### src/rtl/serial_adder_ctrl.sv
// serial_adder_ctrl: bit-serial adder controller.
// One full-adder cell (two half adders plus an OR) is stepped over WIDTH
// clock cycles, LSB first, to add two WIDTH-bit operands.
// Optional feature macro: SERIAL_ADDER_SUB_EN adds a 'sub' input selecting a-b.
//
// Handshake: 'start' is sampled only in IDLE; the accepting edge captures a/b.
// 'busy' is high in RUN and DONE; 'done' is a one-cycle pulse in DONE, the
// only cycle in which sum/cout are first guaranteed valid. sum/cout then hold
// until the next accept. start while busy is dropped, never queued.

// Half adder: s = x ^ y, c = x & y.
module serial_adder_half (
  input  logic x_i,
  input  logic y_i,
  output logic s_o,
  output logic c_o
);
  assign s_o = x_i ^ y_i;
  assign c_o = x_i & y_i;
endmodule

// Full adder cell built from two half adders and an OR gate.
module serial_adder_cell (
  input  logic a_i,
  input  logic b_i,
  input  logic c_i,
  output logic s_o,
  output logic c_o
);
  logic s1, c1, c2;

  serial_adder_half u_ha0 (
    .x_i (a_i),
    .y_i (b_i),
    .s_o (s1),
    .c_o (c1)
  );

  serial_adder_half u_ha1 (
    .x_i (s1),
    .y_i (c_i),
    .s_o (s_o),
    .c_o (c2)
  );

  assign c_o = c1 | c2;
endmodule

module serial_adder_ctrl #(
  parameter int WIDTH = 8
) (
  input  logic             clk,
  input  logic             rst_n,
  input  logic             start,
`ifdef SERIAL_ADDER_SUB_EN
  input  logic             sub,
`endif
  input  logic [WIDTH-1:0] a,
  input  logic [WIDTH-1:0] b,
  output logic             busy,
  output logic             done,
  output logic [WIDTH-1:0] sum,
  output logic             cout,
  output logic [1:0]       dbg_state
);

  // Counter only has to reach WIDTH-1 while in RUN; sized to hold WIDTH so
  // the final increment on the last bit never wraps.
  localparam int CNT_W = (WIDTH < 2) ? 1 : $clog2(WIDTH + 1);

  typedef enum logic [1:0] {
    ST_IDLE = 2'd0,
    ST_RUN  = 2'd1,
    ST_DONE = 2'd2
  } state_e;

  state_e state_q, state_d;

  logic [WIDTH-1:0] a_sh_q, a_sh_d;
  logic [WIDTH-1:0] b_sh_q, b_sh_d;
  logic [WIDTH-1:0] sum_q,  sum_d;
  logic [CNT_W-1:0] cnt_q,  cnt_d;
  logic             carry_q, carry_d;
  logic             cout_q,  cout_d;

  logic             accept;
  logic             last_bit;
  logic             cell_s;
  logic             cell_c;
  logic             sub_mode;
  logic [WIDTH-1:0] b_load;
  logic [WIDTH-1:0] sum_shift;

`ifdef SERIAL_ADDER_SUB_EN
  // Subtraction is a + ~b + 1: invert B on load and seed the carry with 1.
  assign sub_mode = sub;
`else
  assign sub_mode = 1'b0;
`endif

  assign b_load   = sub_mode ? ~b : b;
  assign accept   = (state_q == ST_IDLE) && start;
  assign last_bit = (cnt_q == CNT_W'(WIDTH - 1));

  serial_adder_cell u_cell (
    .a_i (a_sh_q[0]),
    .b_i (b_sh_q[0]),
    .c_i (carry_q),
    .s_o (cell_s),
    .c_o (cell_c)
  );

  // New result bit enters at the MSB so that after WIDTH steps bit 0 of the
  // operands has landed in sum[0].
  if (WIDTH == 1) begin : g_shift_w1
    assign sum_shift = cell_s;
  end else begin : g_shift_wn
    assign sum_shift = {cell_s, sum_q[WIDTH-1:1]};
  end

  // State register.
  always_ff @(posedge clk or negedge rst_n) begin
    if (!rst_n) begin
      state_q <= ST_IDLE;
    end else begin
      state_q <= state_d;
    end
  end

  // Next-state logic: IDLE -> RUN on start, RUN -> DONE after last bit,
  // DONE -> IDLE unconditionally.
  always_comb begin
    state_d = state_q;
    unique case (state_q)
      ST_IDLE: if (start)    state_d = ST_RUN;
      ST_RUN:  if (last_bit) state_d = ST_DONE;
      ST_DONE:               state_d = ST_IDLE;
      default:               state_d = ST_IDLE;
    endcase
  end

  // Datapath next values: load on accept, shift one bit per RUN cycle,
  // hold otherwise so the result persists through IDLE.
  always_comb begin
    a_sh_d  = a_sh_q;
    b_sh_d  = b_sh_q;
    sum_d   = sum_q;
    cnt_d   = cnt_q;
    carry_d = carry_q;
    cout_d  = cout_q;
    if (accept) begin
      a_sh_d  = a;
      b_sh_d  = b_load;
      carry_d = sub_mode;
      cnt_d   = '0;
      sum_d   = '0;
      cout_d  = 1'b0;
    end else if (state_q == ST_RUN) begin
      a_sh_d  = a_sh_q >> 1;
      b_sh_d  = b_sh_q >> 1;
      carry_d = cell_c;
      cnt_d   = cnt_q + CNT_W'(1);
      sum_d   = sum_shift;
      if (last_bit) begin
        cout_d = cell_c;
      end
    end
  end

  // Datapath registers; all clear on asynchronous reset.
  always_ff @(posedge clk or negedge rst_n) begin
    if (!rst_n) begin
      a_sh_q  <= '0;
      b_sh_q  <= '0;
      sum_q   <= '0;
      cnt_q   <= '0;
      carry_q <= 1'b0;
      cout_q  <= 1'b0;
    end else begin
      a_sh_q  <= a_sh_d;
      b_sh_q  <= b_sh_d;
      sum_q   <= sum_d;
      cnt_q   <= cnt_d;
      carry_q <= carry_d;
      cout_q  <= cout_d;
    end
  end

  assign busy      = (state_q != ST_IDLE);
  assign done      = (state_q == ST_DONE);
  assign sum       = sum_q;
  assign cout      = cout_q;
  assign dbg_state = state_q;

endmodule

### config.mk
export PLATFORM = sky130hd
export DESIGN_NAME = serial_adder_ctrl
export DESIGN_NICKNAME = d
export VERILOG_FILES = /design/src/rtl/serial_adder_ctrl.sv
export SDC_FILE = /design/constraint.sdc
export NUM_CORES = 1
export LEC_CHECK = 0
export BUFFER_PORTS_ARGS = -buffer_cell sky130_fd_sc_hd__buf_2
export CAP_MARGIN = 15
export CORE_MARGIN = 4
export CORE_UTILIZATION = 30
export CTS_BUF_LIST = sky130_fd_sc_hd__clkbuf_4
export CTS_CLUSTER_SIZE = 40
export DETAILED_ROUTE_END_ITERATION = 6
export PLACE_DENSITY_LB_ADDON = 0.2
export SYNTH_ARGS = -nofsm -noshare
export SYNTH_HDL_FRONTEND = slang
export SYNTH_SLANG_ARGS = --single-unit
export TNS_END_PERCENT = 1
### constraint.sdc
create_clock -name clk -period 1.28 [get_ports clk]
set_clock_uncertainty 0.1 [all_clocks]
set_input_delay 0.128 -clock clk [delete_from_list [all_inputs] [get_ports clk]]
set_output_delay 0.128 -clock clk [all_outputs]
set_load 0.02 [all_outputs]
**Yosys cells after proc, flatten, opt, wreduce, memory -nomap -nowiden**

Cells that the tools add are included.
W data, S select, Z words.

- $add $sub $neg: 1
- Equal/unequal tests: 5
- Mux-type cells: 16
- Bitwise gates (word level): 5
- Reductions and logical operators: 7

Operators by type and width:

| operator | number |
|---|---|
| $mux W8 | 6 |
| $mux W4 | 2 |
| $reduce_bool A2 Y1 | 3 |
| $mux W1 | 5 |
| $add A4 B1 Y4 const B | 1 |
| $eq A4 B3 Y1 const B | 1 |
| $mux W2 | 2 |
| $ne A2 B2 Y1 const B | 2 |
| $pmux W2 S2 | 1 |
| $reduce_and A2 Y1 | 2 |
| $and A1 B1 Y1 | 2 |
| $eq A2 B1 Y1 const B | 1 |
| $eq A2 B2 Y1 const B | 1 |
| $logic_not A2 Y1 | 1 |
| $xor A1 B1 Y1 | 2 |
| $logic_and A1 B1 Y1 | 1 |
| $or A1 B1 Y1 | 1 |

- Register bits: 32
- Input port bits: 19
- Output and inout bits: 13
- Word-level logic and storage cells: 41

**Longest topological paths before layout**

Gate-level depths: netlist of the first run.

- Word-level depth: 6
- Depth in mapped cells: 5

**Modules after synthesis**

A second synthesis of the first run with hierarchy kept.

- Cell total of the unflattened synthesis: 144
- Area, all modules: 1,467.7 um2

Modules (own cells, without submodules):

| module | times used | cells an instance | area an instance (um2) | seq. area each (um2) |
|---|---|---|---|---|
| serial_adder_ctrl | 1 | 141 | 1,436.4 | 800.8 |
| serial_adder_half | 2 | 1 | 12.5 | 0.0 |
| serial_adder_cell | 1 | 1 | 6.3 | 0.0 |

**Worst setup path before layout of the first run**

No wires, ideal clock.

- Path type: flip-flop to flip-flop
- Start point: register state_q[0], in the netlist dbg_state[0]
- End point: register a_sh_q[0]
- Library setup time: 124 ps
- Arrival time: 1,185 ps
- Required time: 1,056 ps
- Path slack: -129 ps
- Cell stages (with the launch flop): 6
- Buffers on the path: 2
- Period minus slack after synthesis: 1,409 ps
- Cell sequence: dfrtp_1 -> nor2b_1 -> buf_4 -> buf_6 -> a22oi_1 -> nand2_1

- Word-level cells in the longest chain between the ends: 3
- Elaborated cells between the ends (all ways): 5

RTL lines:

| item | line | text |
|---|---|---|
| start, declared | 77 | `state_e state_q, state_d;` |
| start signal, assigned | 126 | `state_q <= state_d;` |
| $logic_not A2 Y1 | 102 | `assign accept = (state_q == ST_IDLE) && start;` |
| $logic_and A1 B1 Y1 | 102 |  |
| $mux W8 / $reduce_bool A2 Y1 (equally long branches) | -- |  |
| end signal, assigned | 180 | `a_sh_q <= a_sh_d;` |
| end, declared | 79 | `logic [WIDTH-1:0] a_sh_q, a_sh_d;` |

Several ways; a longest one is shown, not always the timed one.
A chain may end at the register's enable or synchronous reset.

**Final worst setup path of the first run**

- Start point: register state_q[1], in the netlist dbg_state[1]
- End point: output busy

- Word-level cells in the longest chain between the ends: 1

RTL lines:

| item | line | text |
|---|---|---|
| $reduce_bool A2 Y1 | 189 | `assign busy = (state_q != ST_IDLE);` |
| end, declared | 60 | `output logic busy,` |

No other way between the ends.

==> results of run 1 <==
[cell type report]
class / instances / area share, %
clock buffer: 5 / 1.807
clock inverter: 3 / 2.048
multi-input combinational: 100 / 29.22
timing repair buffer: 63 / 25.12
tap: 52 / 3.133
sequential: 32 / 38.67
[how the worst max path moves through the flow]
stage	startpoint	to	slack, ns	cells after the start
after floorplan	dbg_state[0]	a_sh_q[0]	-0.05	5
after global placement	dbg_state[0]	a_sh_q[3]	-0.02	5
after detailed placement	dbg_state[0]	a_sh_q[4]	-0.07	5
after CTS	dbg_state[0]	done	-0.20	4
after global routing	dbg_state[0]	done	-0.23	4
final	dbg_state[1]	busy	-0.18	3
[power by group]
| group | internal (mW) | leakage [nW] | switching, mW |
|---|---|---|---|
| combinational | 1.09 | 0.549 | 1.16 |
| sequential | 1.44 | 0.410 | 0.306 |
| clock | 0.407 | 0.0412 | 0.359 |
[routing by layer]
metal | vias to the layer above | routed length, um | share of wire [%] | GRT usage (%)
li1 | 593 | - | - | -
met1 | 573 | 1527 | 46 | 16.19
met2 | 27 | 1613 | 49 | 18.66
met3 | 4 | 132 | 4.0 | 3.910
met4 | 0 | 30 | 0.91 | 3.203
met5 | - | 0 | 0 | 0
[flip-flops by register name (all words and copies together) (netlist names)]
signal,count
b_sh_q,8
carry_q,1
dbg_state,2
cout,1
a_sh_q,8
sum,8
cnt_q,4
[cells in the mapped netlist (all sizes together)]
master and n:
or2 1, a21o 1, nand2b 2, nand3 1
o21bai 1, a21oi 1, fa 1, dfrtp 32
nor2b 2, clkbuf 1, nand3b 1, mux2i 1
nor3b 1, buf 7, nand2 54, nand4 1
a22oi 14, o211ai 1, o21ba 1, nor2 1
o21ai 14, ha 1
[worst register-to-register path, stage by stage (launching register included)]
cell	delay [ns]
dfrtp_2	0.43
buf_4	0.16
nor3b_4	0.20
buf_4	0.16
buf_12	0.13
o21ai_0	0.10
[what timing repair did]
item / 4_1_cts / 5_1_grt
gates resized for setup: 10 / 5
buffers inserted: 3 / 0
setup endpoints to repair: 31 / 34
hold buffers: 17 / 0
hold endpoints to repair: 48 / 0
pin swaps: 2 / 0
[kinds of logic (layout without fill, tap and decap cells)]
| family | Yosys count | count (layout) | share of synthesized area, % |
|---|---|---|---|
| AOI/OAI and AO/OA | 33 | 33 | 15.64 |
| adders and majority gates | 2 | 2 | 2.351 |
| and+or+nand+nor | 64 | 64 | 19.44 |
| buffers and inverters | 8 | 71 | 3.978 |
| muxes | 1 | 1 | 0.7234 |
| DFF | 32 | 32 | 57.87 |
[stage by stage]
step	setup TNS [ns]	instances	cell area, um2	setup slack [ns]
3_5_place_dp	-1.042	227	1750	-0.06627
2_1_floorplan	-0.7999	140	1444	-0.05429
4_1_cts	-2.881	255	2057	-0.1985
5_1_grt	-4.317	255	2077	-0.2303
6_report	-2.740	255	2077	-0.1845
3_3_place_gp	-0.1788	227	1750	-0.01882
[placed cells by master (no fill, tap or decap)]
cell type and n:
clkinv_2 1, o21ai_0 14, nand3b_1 1, a21o_1 1, nor2_1 1, dfrtp_1 30
buf_4 7, o211ai_1 1, nor2b_4 1, mux2i_1 1, or2_4 1, dfrtp_2 2
nand2b_1 1, buf_2 28, dlygate4sd3_1 17, nand3_1 1, clkbuf_4 5, fa_1 1
nand2_1 54, a22oi_1 2, a22oi_2 12, a21oi_1 1, ha_1 1, bufinv_16 1
nor3b_4 1, o21bai_2 1, nand4_1 1, nand2b_2 1, buf_12 4, nor2b_1 1
buf_6 7, clkinvlp_4 1, o21ba_2 1
==> results.sh, run 1 <==
export IMPL_r2r_cells=5
export IMPL_ios=32
export IMPL_cts_buffers=5
export IMPL_clock_latency_ns=0.33
export IMPL_antenna_left=0
export IMPL_finalWorstSetupSlack_ns=-0.1845
export IMPL_core_um2=4414
export IMPL_syn_inst=140
export IMPL_hold_slack_ns=0.1049
export IMPL_regToRegEndpoint="sum[7]"
export IMPL_first_iter_violations=43
export IMPL_min_from="start"
export IMPL_p_total_mw=4.762
export IMPL_yosysSeqAreaShare_pct=57.87
export IMPL_cts_tree="built"
export IMPL_die_w_um=75.92
export IMPL_tightest_slew_ns=0.3768
export IMPL_place_gp_congestion=0.7300
export IMPL_wl_per_cell_um=12.96
export IMPL_cp_max_fo=3
export IMPL_hold_path_end="cout"
export IMPL_dr_pass1_iters=4
export IMPL_grt_usage_pct=12.07
export IMPL_ff2ff_setup_slack_ns=-0.11
export IMPL_cp_cell_sequence="buf_6, or2_4, buf_6"
export IMPL_min_path_cells=4
export IMPL_overflow=0
export IMPL_hold_path_class="in2reg"
export IMPL_area_delta_synth_final_pct=50.09
export IMPL_min_period_over_period_pct=114.4
export IMPL_path_class="reg2out"
export IMPL_totalWireLength_mm=3.304
export IMPL_ir_worst_vdd_v=0.001121
export IMPL_grt_pass1_wl_mm=5.727
export IMPL_power_density_nw_per_um2=2293
export IMPL_cp_top_family="flip-flops"
export IMPL_cts_clk_slew_worst_paths_ns=0.10
export IMPL_cts_sinks=32
export IMPL_synth_cell_types=24
export IMPL_maxCapViolations=0
export IMPL_multi_input_area_um2=606.8
export IMPL_max_slew_margin_pct=74.88
export IMPL_endpoint_kind="output port"
export IMPL_cp_num_buf_inv=2
export IMPL_grt_max_degree=19
export IMPL_final_core_utilization_pct=47.05
export IMPL_cts_buffer_depth=2
export IMPL_cp_slowest_cell="dfrtp_2"
export IMPL_start_util_pct=31.35
export IMPL_synth_top_cell_by_area="dfrtp_1"
export IMPL_fillCellCount=441
export IMPL_worstReg2RegStart="dbg_state[1]"
export IMPL_violations="setup timing"
export IMPL_period_minus_slack_ns=1.464
export IMPL_die_h_um=75.92
export IMPL_hold_viol_final=0
export IMPL_synthTopCellsByArea="dfrtp_1, nand2_1, a22oi_1"
export IMPL_clock_fmax_mhz=682.8
export IMPL_htreeDepth=2
export IMPL_status="complete, but fails checks"
export IMPL_via_per_inst=4.694
export IMPL_remaining_drc_errors=0
export IMPL_syn_area_per_cell_um2=9.884
export IMPL_antenna_found_initial=0
export IMPL_clockRootBuffer="clkbuf_4"
export IMPL_grt_setup_unrepaired="true"
export IMPL_worst_path_most_repeated_cell="buf_6"
export IMPL_start_kind="flip-flop"
export IMPL_setup_violations=33
export IMPL_dp_hpwl_mm=2.384
export IMPL_ys_ff_latch=32
export IMPL_synth_top_cell_area_share_pct=57.87
export IMPL_ys_warn_count=0
export IMPL_die_area_um2=5763
export IMPL_power_leakage_nw=0.9999
export IMPL_fin_nets=223
export IMPL_diodes=0
export IMPL_syn_area_um2=1384
export IMPL_io_buffers=31
export IMPL_slew_viol_final=0
export IMPL_num_rows=24
export IMPL_num_vias=1197
export IMPL_regArea_um2=803.3
export IMPL_syn_nets=161
export IMPL_critPathMaxStageDelay_ns=0.43
export IMPL_cp_arrival_ns=1.24
export IMPL_cp_required_ns=1.05
export IMPL_drive_gt1_share_pct=36.45
export IMPL_grt_pass1_vias=1174
Power figures use the tool's default switching activity.
==> run 2, diff against run 1 <==
CORE_UTILIZATION = 45   (was 30)
SKIP_LAST_GASP = 1   (was default)
==> results.sh, run 2 (same netlist as run 1, synthesis figures left out) <==
export IMPL_dpl_cell_count=206
export IMPL_min_path_cells=4
export IMPL_start_util_pct=48.51
export IMPL_finalWorstSetupSlack_ns=-0.1765
export IMPL_fillCellCount=250
export IMPL_remaining_drc_errors=0
export IMPL_status="complete, but fails checks"
export IMPL_via_per_inst=5.185
export IMPL_critPathMaxStageDelay_ns=0.42
export IMPL_grt_setup_unrepaired="true"
export IMPL_grt_max_degree=33
export IMPL_p_seq_share_pct=40.2
export IMPL_ir_worst_vdd_v=0.001241
export IMPL_worstSetupPathDepth=3
export IMPL_r2r_cells=4
export IMPL_hold_slack_ns=0.07806
export IMPL_endpoint_kind="output port"
export IMPL_clock_fmax_mhz=686.6
export IMPL_cp_arrival_ns=1.23
export IMPL_hold_viol_final=0
export IMPL_p_int_mw=2.634
export IMPL_cp_slowest_cell="dfrtp_2"
export IMPL_cts_clk_slew_worst_paths_ns=0.10
export IMPL_dp_hpwl_mm=2.091
export IMPL_min_from="start"
export IMPL_fin_nets=222
export IMPL_hold_path_end="cnt_q[0]"
export IMPL_power_leakage_nw=0.9632
export IMPL_cp_num_buf_inv=2
export IMPL_diodes=0
export IMPL_antenna_found_initial=0
export IMPL_ios=32
export IMPL_violations="setup timing"
export IMPL_fin_tns_setup_ns=-3.343
export IMPL_cts_tree="built"
export IMPL_power_switching_mw=1.706
export IMPL_slew_viol_final=0
export IMPL_max_slew_margin_pct=73.39
export IMPL_die_h_um=63.46
export IMPL_worst_path_most_repeated_cell="buf_6"
export IMPL_p_clk_share_pct=12.6
export IMPL_cts_buffers=5
export IMPL_wl_per_cell_um=12.68
export IMPL_tightest_slew_ns=0.3992
export IMPL_min_period_over_period_pct=113.8
export IMPL_cts_sinks=32
export IMPL_maxCapViolations=0
export IMPL_mostFrequentLayoutCells="nand2_1, dfrtp_1, buf_2, dlygate4sd3_1, o21ai_0"
export IMPL_htreeDepth=2
export IMPL_worstReg2RegStart="dbg_state[1]"
export IMPL_totalWireLength_mm=2.955
export IMPL_cp_required_ns=1.05
export IMPL_layout_cells_non_filler=233
export IMPL_clockRootBuffer="clkbuf_4"
export IMPL_cp_max_fo=3
export IMPL_setup_violations=33
export IMPL_regArea_um2=803.3
export IMPL_swShare_pct=39.31
export IMPL_final_common_cell="nand2_1"
export IMPL_period_minus_slack_ns=1.457
export IMPL_drive_gt1_share_pct=33.66
export IMPL_num_vias=1208
export IMPL_die_w_um=63.46
export IMPL_dr_pass1_iters=4
export IMPL_core_um2=2853
export IMPL_overflow=0
export IMPL_grt_usage_pct=17.53
export IMPL_first_iter_violations=34
export IMPL_start_kind="flip-flop"
export IMPL_p_comb_share_pct=47.2
export IMPL_grt_pass1_wl_mm=5.540
export IMPL_area_delta_synth_final_pct=41.41
export IMPL_place_gp_congestion=0.7133
export IMPL_power_density_nw_per_um2=2218
export IMPL_cp_cell_sequence="buf_6, or2_4, buf_6"
export IMPL_num_rows=19
export IMPL_io_buffers=31
export IMPL_antenna_left=0
export IMPL_grt_pass1_vias=1285
export IMPL_multi_input_area_um2=589.3
export IMPL_clock_latency_ns=0.33
export IMPL_path_class="reg2out"
export IMPL_cts_buffer_depth=2
export IMPL_cp_top_family="flip-flops"
export IMPL_regToRegEndpoint="sum[0]"
export IMPL_ff2ff_setup_slack_ns=-0.14
export IMPL_die_area_um2=4027
export IMPL_hold_path_class="in2reg"
run 2: cell types whose count changed in the layout (fill, tap and decap cells not counted), moves of 2 or more:
| cell | previous run | this run |
|---|---|---|
| buf_6 | 7 | 4 |
| clkinv_1 | 0 | 2 |
| buf_4 | 7 | 9 |
| a22oi_1 | 2 | 4 |
| buf_12 | 4 | 2 |
| buf_2 | 28 | 30 |
| a22oi_2 | 12 | 10 |
run 2: routing by layer:
layer,vias to the layer above,routed length [um],track usage [%]
met2,27,1442,29.34
met3,4,154,5.506
met4,0,64,8.086
met5,-,0,0
li1,589,-,-
met1,588,1294,20.37
run 2: worst register-to-register path, delay by kind of cell (launching register included):
kind                   cells  cell delay, ns
AND/OR/NAND/NOR            1            0.31
AO/OA/AOI/OAI              1            0.11
flip-flops                 1            0.42
buffers and inverters      2            0.37
run 2: worst max-delay path by stage:
stage | start | to | slack (ns)
3_3_place_gp | dbg_state[0] | cout | -0.0008
2_1_floorplan | dbg_state[0] | a_sh_q[0] | -0.05
5_1_grt | dbg_state[0] | busy | -0.25
6_report | dbg_state[0] | busy | -0.18
3_5_place_dp | dbg_state[1] | sum[6] | -0.05
4_1_cts | dbg_state[0] | busy | -0.20
run 2: area by class of cell:
class,instances,area share [%]
Sequential cell,32,41.05
Multi-Input combinational cell,100,30.12
Timing Repair Buffer,62,24.17
Clock buffer,6,2.302
Tap cell,31,1.982
Clock inverter,2,0.3836
run 2: stage by stage:
step | power [mW] | worst slack [ns] | util (%) | cell area [um2]
floorplan | 3.059 | -0.05429 | - | 1444
global placement | 3.654 | -0.0008165 | 59.56 | 1699
detailed placement | 3.720 | -0.05060 | 59.56 | 1699
CTS | 4.389 | -0.1957 | 68.46 | 1953
global route | 4.739 | -0.2458 | 68.60 | 1957
finish | 4.340 | -0.1765 | 68.60 | 1957
run 2: what timing repair did:
action,4_1_cts,5_1_grt
gates cloned,0,0
resized for setup,5,1
hold buffers,17,0
setup buffers,2,0
endpoints found under the setup margin,24,35
endpoints found under the hold margin,48,0
run 2: power groups by stage:
| stage | Clock, mW | Combinational (mW) | Sequential, mW |
|---|---|---|---|
| finish | 0.547 | 2.05 | 1.74 |
| global route | 0.629 | 2.30 | 1.81 |
| CTS | 0.564 | 2.08 | 1.74 |
| detailed placement | 0 | 1.93 | 1.79 |
| global placement | 0 | 1.89 | 1.77 |
| floorplan | 0 | 1.15 | 1.91 |
